## config.mk

```make
export PLATFORM = sky130hd
export DESIGN_NAME = dmem_arbiter
export DESIGN_NICKNAME = d
export VERILOG_FILES = /design/src/rtl/dmem_arbiter.sv
export SDC_FILE = /design/constraint.sdc
export NUM_CORES = 1
export LEC_CHECK = 0
export ABC_AREA = 1
export CAP_MARGIN = 20
export CORE_ASPECT_RATIO = 0.75
export CORE_MARGIN = 2
export CORE_UTILIZATION = 30
export CTS_BUF_LIST = sky130_fd_sc_hd__clkbuf_16
export DETAILED_ROUTE_END_ITERATION = 12
export SLEW_MARGIN = 40
export SYNTH_ARGS = -nofsm -noshare
export SYNTH_HDL_FRONTEND = slang
export SYNTH_SLANG_ARGS = --single-unit
```

## constraint.sdc

```tcl
create_clock -name clk_i -period 2.05 [get_ports clk_i]
set_clock_uncertainty 0.15 [all_clocks]
set_input_delay 0.5125 -clock clk_i [delete_from_list [all_inputs] [get_ports clk_i]]
set_output_delay 0.5125 -clock clk_i [all_outputs]
set_load 0.01 [all_outputs]
```

## src/rtl/dmem_arbiter.sv

```systemverilog
// dmem_arbiter: two-port arbiter/sequencer in front of the single-port data memory.
// Latency: accept in T, ACCESS in T+1, rvalid in T+2 on an immediate hit (one access per 3 cycles).
// Backpressure: one request in flight; ready pulses only in IDLE, and an ACCESS waits on mem_hit_i
// for up to WAIT_MAX cycles before it is aborted with an error.
//
// Ports:
//   clk_i, rst_n_i                    clock (rising edge), asynchronous active-low reset
//   reqN_valid/addr/wdata/we/type_i   request from port N (0 = core load/store, 1 = debug/DMA)
//   reqN_ready_o                      request accepted this cycle
//   reqN_rvalid/rdata/err_o           registered one-cycle response to port N
//   mem_*                             address/data/MemRead/MemWrite/data_type to memory, data/hit back
//
// Build option: define DMEM_ARB_RR_EN for round-robin arbitration on simultaneous valids;
// without it port 0 has fixed priority.

module dmem_arbiter #(
  parameter int unsigned MEM_BYTES = 2048,
  parameter int unsigned WAIT_MAX  = 15
) (
  input  logic        clk_i,
  input  logic        rst_n_i,

  input  logic        req0_valid_i,
  input  logic [31:0] req0_addr_i,
  input  logic [31:0] req0_wdata_i,
  input  logic        req0_we_i,
  input  logic [2:0]  req0_type_i,
  output logic        req0_ready_o,
  output logic        req0_rvalid_o,
  output logic [31:0] req0_rdata_o,
  output logic        req0_err_o,

  input  logic        req1_valid_i,
  input  logic [31:0] req1_addr_i,
  input  logic [31:0] req1_wdata_i,
  input  logic        req1_we_i,
  input  logic [2:0]  req1_type_i,
  output logic        req1_ready_o,
  output logic        req1_rvalid_o,
  output logic [31:0] req1_rdata_o,
  output logic        req1_err_o,

  output logic [31:0] mem_addr_o,
  output logic [31:0] mem_data_wr_o,
  output logic        mem_read_o,
  output logic        mem_write_o,
  output logic [2:0]  mem_type_o,
  input  logic [31:0] mem_data_rd_i,
  input  logic        mem_hit_i
);

  // Memory data_type encoding.
  localparam logic [2:0] MEM_TYPE_INT8   = 3'd0;
  localparam logic [2:0] MEM_TYPE_INT16  = 3'd1;
  localparam logic [2:0] MEM_TYPE_INT32  = 3'd2;
  localparam logic [2:0] MEM_TYPE_UINT8  = 3'd3;
  localparam logic [2:0] MEM_TYPE_UINT16 = 3'd4;

  localparam int unsigned CNT_W = $clog2(WAIT_MAX + 1);

  typedef enum logic [1:0] {
    S_IDLE   = 2'd0,
    S_ACCESS = 2'd1,
    S_RESP   = 2'd2
  } state_e;

  state_e             state_q, state_d;
  logic               req_we_q, req_we_d;
  logic               req_id_q, req_id_d;
  logic [CNT_W-1:0]   wait_cnt_q, wait_cnt_d;
  logic [31:0]        mem_addr_q, mem_addr_d;
  logic [31:0]        mem_data_wr_q, mem_data_wr_d;
  logic [2:0]         mem_type_q, mem_type_d;
  logic               mem_read_q, mem_read_d;
  logic               mem_write_q, mem_write_d;
  logic               rvalid0_q, rvalid0_d;
  logic               rvalid1_q, rvalid1_d;
  logic               err0_q, err0_d;
  logic               err1_q, err1_d;
  logic [31:0]        rdata0_q, rdata0_d;
  logic [31:0]        rdata1_q, rdata1_d;
`ifdef DMEM_ARB_RR_EN
  // Port that wins the next simultaneous request.
  logic               prio_q, prio_d;
`endif

  // Winner selection and range check of the winning request.
  logic               any_vld;
  logic               win_id;
  logic [31:0]        win_addr;
  logic [31:0]        win_wdata;
  logic               win_we;
  logic [2:0]         win_type;
  logic [32:0]        win_size;
  logic [32:0]        win_end;
  logic               win_in_range;

  always_comb begin
    any_vld = req0_valid_i | req1_valid_i;
`ifdef DMEM_ARB_RR_EN
    win_id  = (req0_valid_i & req1_valid_i) ? prio_q : req1_valid_i;
`else
    win_id  = ~req0_valid_i;
`endif
    win_addr  = win_id ? req1_addr_i  : req0_addr_i;
    win_wdata = win_id ? req1_wdata_i : req0_wdata_i;
    win_we    = win_id ? req1_we_i    : req0_we_i;
    win_type  = win_id ? req1_type_i  : req0_type_i;

    case (win_type)
      MEM_TYPE_INT8, MEM_TYPE_UINT8:   win_size = 33'd1;
      MEM_TYPE_INT16, MEM_TYPE_UINT16: win_size = 33'd2;
      MEM_TYPE_INT32:                  win_size = 33'd4;
      default:                         win_size = 33'd4;
    endcase

    // 33-bit sum so an access near 0xFFFFFFFF cannot wrap into range.
    win_end      = {1'b0, win_addr} + win_size;
    win_in_range = (win_end <= 33'(MEM_BYTES));
  end

  // Ready is combinational so the requester sees it in the cycle it is latched.
  assign req0_ready_o = rst_n_i & (state_q == S_IDLE) & any_vld & ~win_id;
  assign req1_ready_o = rst_n_i & (state_q == S_IDLE) & any_vld &  win_id;

  // Next-state logic.
  logic        resp_set;
  logic        resp_err;
  logic [31:0] resp_data;
  logic        resp_id;

  always_comb begin
    state_d       = state_q;
    req_we_d      = req_we_q;
    req_id_d      = req_id_q;
    wait_cnt_d    = wait_cnt_q;
    mem_addr_d    = mem_addr_q;
    mem_data_wr_d = mem_data_wr_q;
    mem_type_d    = mem_type_q;
    mem_read_d    = 1'b0;
    mem_write_d   = 1'b0;
    resp_set      = 1'b0;
    resp_err      = 1'b0;
    resp_data     = 32'h0;
    resp_id       = req_id_q;
`ifdef DMEM_ARB_RR_EN
    prio_d        = prio_q;
`endif

    case (state_q)
      S_IDLE: begin
        if (any_vld) begin
          req_we_d   = win_we;
          req_id_d   = win_id;
          wait_cnt_d = '0;
`ifdef DMEM_ARB_RR_EN
          prio_d     = ~win_id;
`endif
          if (win_in_range) begin
            state_d       = S_ACCESS;
            mem_addr_d    = win_addr;
            mem_data_wr_d = win_wdata;
            mem_type_d    = win_type;
            mem_read_d    = ~win_we;
            mem_write_d   = win_we;
          end else begin
            // Never forwarded: memory controls stay low and address holds.
            state_d  = S_RESP;
            resp_set = 1'b1;
            resp_err = 1'b1;
            resp_id  = win_id;
          end
        end
      end

      S_ACCESS: begin
        if (mem_hit_i) begin
          state_d   = S_RESP;
          resp_set  = 1'b1;
          resp_data = req_we_q ? 32'h0 : mem_data_rd_i;
        end else begin
          wait_cnt_d = wait_cnt_q + CNT_W'(1);
          if (wait_cnt_d == CNT_W'(WAIT_MAX)) begin
            state_d  = S_RESP;
            resp_set = 1'b1;
            resp_err = 1'b1;
          end else begin
            mem_read_d  = mem_read_q;
            mem_write_d = mem_write_q;
          end
        end
      end

      S_RESP: begin
        wait_cnt_d = '0;
        state_d    = S_IDLE;
      end

      default: begin
        state_d = S_IDLE;
      end
    endcase

    rvalid0_d = resp_set & ~resp_id;
    rvalid1_d = resp_set &  resp_id;
    err0_d    = rvalid0_d & resp_err;
    err1_d    = rvalid1_d & resp_err;
    rdata0_d  = rvalid0_d ? resp_data : 32'h0;
    rdata1_d  = rvalid1_d ? resp_data : 32'h0;
  end

  // All state and outputs registered; the async reset drops mem_write_o immediately.
  always_ff @(posedge clk_i or negedge rst_n_i) begin
    if (!rst_n_i) begin
      state_q       <= S_IDLE;
      req_we_q      <= 1'b0;
      req_id_q      <= 1'b0;
      wait_cnt_q    <= '0;
      mem_addr_q    <= 32'h0;
      mem_data_wr_q <= 32'h0;
      mem_type_q    <= 3'd0;
      mem_read_q    <= 1'b0;
      mem_write_q   <= 1'b0;
      rvalid0_q     <= 1'b0;
      rvalid1_q     <= 1'b0;
      err0_q        <= 1'b0;
      err1_q        <= 1'b0;
      rdata0_q      <= 32'h0;
      rdata1_q      <= 32'h0;
`ifdef DMEM_ARB_RR_EN
      prio_q        <= 1'b0;
`endif
    end else begin
      state_q       <= state_d;
      req_we_q      <= req_we_d;
      req_id_q      <= req_id_d;
      wait_cnt_q    <= wait_cnt_d;
      mem_addr_q    <= mem_addr_d;
      mem_data_wr_q <= mem_data_wr_d;
      mem_type_q    <= mem_type_d;
      mem_read_q    <= mem_read_d;
      mem_write_q   <= mem_write_d;
      rvalid0_q     <= rvalid0_d;
      rvalid1_q     <= rvalid1_d;
      err0_q        <= err0_d;
      err1_q        <= err1_d;
      rdata0_q      <= rdata0_d;
      rdata1_q      <= rdata1_d;
`ifdef DMEM_ARB_RR_EN
      prio_q        <= prio_d;
`endif
    end
  end

  assign mem_addr_o    = mem_addr_q;
  assign mem_data_wr_o = mem_data_wr_q;
  assign mem_type_o    = mem_type_q;
  assign mem_read_o    = mem_read_q;
  assign mem_write_o   = mem_write_q;
  assign req0_rvalid_o = rvalid0_q;
  assign req1_rvalid_o = rvalid1_q;
  assign req0_err_o    = err0_q;
  assign req1_err_o    = err1_q;
  assign req0_rdata_o  = rdata0_q;
  assign req1_rdata_o  = rdata1_q;

endmodule
```

==> run_results.csv <==
group,metric,value,unit
sta,period_share,173,%
global_routing,grt-ovfl-total,0,
global_routing,gr-usage-met3,4.65,%
cts,clk-insertion-delay-late,0.42,ns
placement,place.gp.congestion,0.870,
detailed_routing,drc,0,
layout,final_common_cell,"nand2_1",
synthesis,yosys_register_bits,145,
placement,portBuffers,311,
status,outcome,"complete, but fails checks",
placement,placed_cell_area,11500,um2
detailed_routing,antenna_left,0,
die,io_pins,312,
die,die_x,183,um
synthesis,ys_seq_area_share,50.1,%
detailed_routing,wl_per_cell,15.3,um
synthesis,synth_nets,1098,
die,die_y,139,um
layout,fin_util,53.1,%
cts,cts.path.max_buffers,2,
worst_setup_path,crit_path_end_kind,"flop",
worst_setup_path,reg2reg_depth,8,
synthesis,avgSynthCellArea,7.88,um2
detailed_routing,routed_wl,25.4,mm
global_routing,grt_pass1_vias,6963,
cts,htreeDepth,4,
worst_setup_path,required,2.21,ns
synthesis,syn_inst,919,
detailed_routing,vias,7262,
cts,cts_buffers,17,
worst_setup_path,worstReg2RegStart,"wait_cnt_q[1]$_DFFE_PN0P_",
worst_setup_path,path_max_fanout,7,
sta,fmax,283,MHz
sta,rsz0062_at_grt,"yes",
sta,final-hold-violation-count,0,
layout,layout_common_cells,"nand2_1 (300), clkdlybuf4s50_1 (289), dfrtp_1 (145), nor2_1 (105), buf_4 (99)",
cts,clkSinkCount,145,
layout,area.sequential,3630,um2
job,drv_cap,0,
cts,cts_tree,"done",
cts,clk_pin_slew,0.06,ns
die,die_area,25400,um2
worst_setup_path,worstPathArrival,3.69,ns
synthesis,synth_ff_type,"dfrtp_1",
sta,layout_min_cycle_time,3.54,ns
layout,multi_input_area,3430,um2
layout,fillCellCount,2247,
worst_setup_path,start_kind,"input pin",
pwr,p_leak,0.00620,uW
global_routing,grt_usage,19.5,%
sta,finalSetupTns,-201.91,ns
pwr,power_density,563,nW/um2
die,rows,49,
layout,nets,1518,
die,initial_core_util,30.4,%
global_routing,antenna_found_initial,0,
placement,dp.final_hpwl,19.1,mm
synthesis,synth-edff-count,0,
worst_setup_path,critPathKind,"in -> reg",
sta,worst_pin_slew,0.728,ns
die,coreArea,23800,um2
layout,post-route-cell-area,12700,um2
detailed_routing,firstDrtPassIters,5,
worst_setup_path,r2r_slack,0.07,ns
pwr,peakVddDrop,0.000517,V
layout,drive_gt1_share,20.9,%
cts,cts_root_buf,"clkbuf_16",
worst_hold_path,hp-class,"in -> async",
status,violations,"negative setup slack",
global_routing,grt_max_degree,78,
layout,num_antenna_cells,0,
detailed_routing,dr.first_iter.drc_count,361,
worst_setup_path,regToRegEndpoint,"req1_err_o$_DFF_PN0_",
synthesis,ys_types,36,
synthesis,synth-async-reset-ratio,100,%
sta,setup_slack,-1.49,ns
layout,area_delta_synth_final,74.6,%
sta,final_max_slew_viol_count,0,
placement,post-place-ws,-2.23,ns
global_routing,grt_pass1_wl,38.5,mm
sta,timing.hold.ws,0.128,ns
detailed_routing,vias_per_cell,4.38,
synthesis,syn-cell-area,7250,um2
global_routing,met2_usage,32.3,%
synthesis,ys_warn_count,0,
global_routing,grt_use_met1,26.0,%
global_routing,grt-busiest-layer,"met2",
sta,setup_viol,140,
sta,relSlewSlack,51.5,%
## what timing repair did
action                                 in CTS  in global routing
endpoints found under the hold margin       0                  0
gates cloned                                1                  6
buffers inserted                            8                  2
hold buffers                                0                  0
pin swaps                                  21                 24
resized for setup                          70                 78
setup endpoints to repair                 145                149
## cell usage after synthesis (3+ instances only)
cell type	n	share of area [%]
nand2_1	338	18
dfrtp_1	145	50
nor2_1	136	7.0
inv_1	81	4.2
o21ai_1	43	3.0
mux2i_1	33	4.6
nand3_1	26	1.8
o21ai_0	19	1.3
buf_6	18	2.8
a21oi_1	12	0.83
clkbuf_1	10	0.52
ha_1	5	0.86
nand4_1	5	0.43
nor2_2	5	0.43
o21ai_2	5	0.60
nand3b_1	4	0.41
or2_2	4	0.35
nand2_2	3	0.26
## flip-flops by register name, indices dropped and copies added, names as in the netlist, 2 cells and up
| name | flops |
|---|---|
| mem_type_o | 3 |
| mem_data_wr_o | 32 |
| req0_rdata_o | 32 |
| req1_rdata_o | 32 |
| mem_addr_o | 32 |
| state_q | 2 |
| wait_cnt_q | 4 |
## worst max-delay path by stage
stage,from,end,slack (ns),depth (start not counted)
after global routing,req0_type_i[2],req1_rdata_o[21]$_DFF_PN0_,-1.68,27
after detailed placement,req0_type_i[1],req0_rdata_o[10]$_DFF_PN0_,-2.23,26
after floorplan,req0_valid_i,mem_addr_o[10]$_DFFE_PN0P_,-1.76,30
after global placement,req0_type_i[0],req1_rdata_o[26]$_DFF_PN0_,-2.17,26
after CTS,req0_valid_i,req1_rdata_o[16]$_DFF_PN0_,-1.43,28
final,req0_type_i[2],req1_err_o$_DFF_PN0_,-1.49,26
## cell families (layout without fill, tap and decap cells)
| logic type | after synthesis | count (layout) | share of synthesized area [%] |
|---|---|---|---|
| compound gates | 83 | 83 | 6.15 |
| flops | 145 | 145 | 50.1 |
| xor+xnor | 4 | 4 | 0.484 |
| fa+ha+maj | 6 | 6 | 1.14 |
| mux | 33 | 33 | 4.56 |
| buf+inv | 119 | 551 | 8.17 |
| simple gates | 529 | 529 | 29.4 |
## worst max-delay path, stage by stage
cell and delay (ns):
dlygate4sd2_1 0.23, or2_4 0.23, o21ai_4 0.08, inv_2 0.08
a21oi_2 0.12, a21oi_2 0.07, ha_1 0.31, nand2_2 0.06
nor2_2 0.09, nor2_1 0.06, nor2_2 0.23, buf_4 0.16
nand3_2 0.13, clkinv_1 0.09, nand3_1 0.06, nand2_1 0.07
nand2_1 0.04, nor2_1 0.12, nand2_1 0.09, nor2_2 0.13
nand3_4 0.13, nand2_4 0.13, nand2_4 0.08, nand3_4 0.16
buf_12 0.17, nor2_4 0.04
## cell type report
class / instances / area share (%)
Clock inverter: 14 / 0.920
Clock buffer: 17 / 3.36
Sequential cell: 145 / 28.7
Tap cell: 306 / 3.03
Inverter: 85 / 2.64
Timing Repair Buffer: 435 / 34.3
Multi-Input combinational cell: 655 / 27.1
## stage by stage
stage,cells,power (uW)
after detailed placement,1612,4190
after global placement,1612,4180
final,1657,7120
after floorplan,919,3440
after CTS,1650,7190
after global routing,1657,7460
## report_power, final
| part | switching, uW | internal (uW) | total [uW] |
|---|---|---|---|
| combinational | 631 | 703 | 1330 |
| sequential | 9.28 | 2880 | 2890 |
| clock | 1240 | 1660 | 2900 |
| total | 1880 | 5240 | 7120 |
## metal layers
layer | up-vias | routed length (um)
met5 | - | 0
met4 | 0 | 301
met3 | 18 | 1410
met2 | 194 | 12300
met1 | 3352 | 11400
li1 | 3698 | -
No activity file was read; power rests on OpenSTA's default activity.
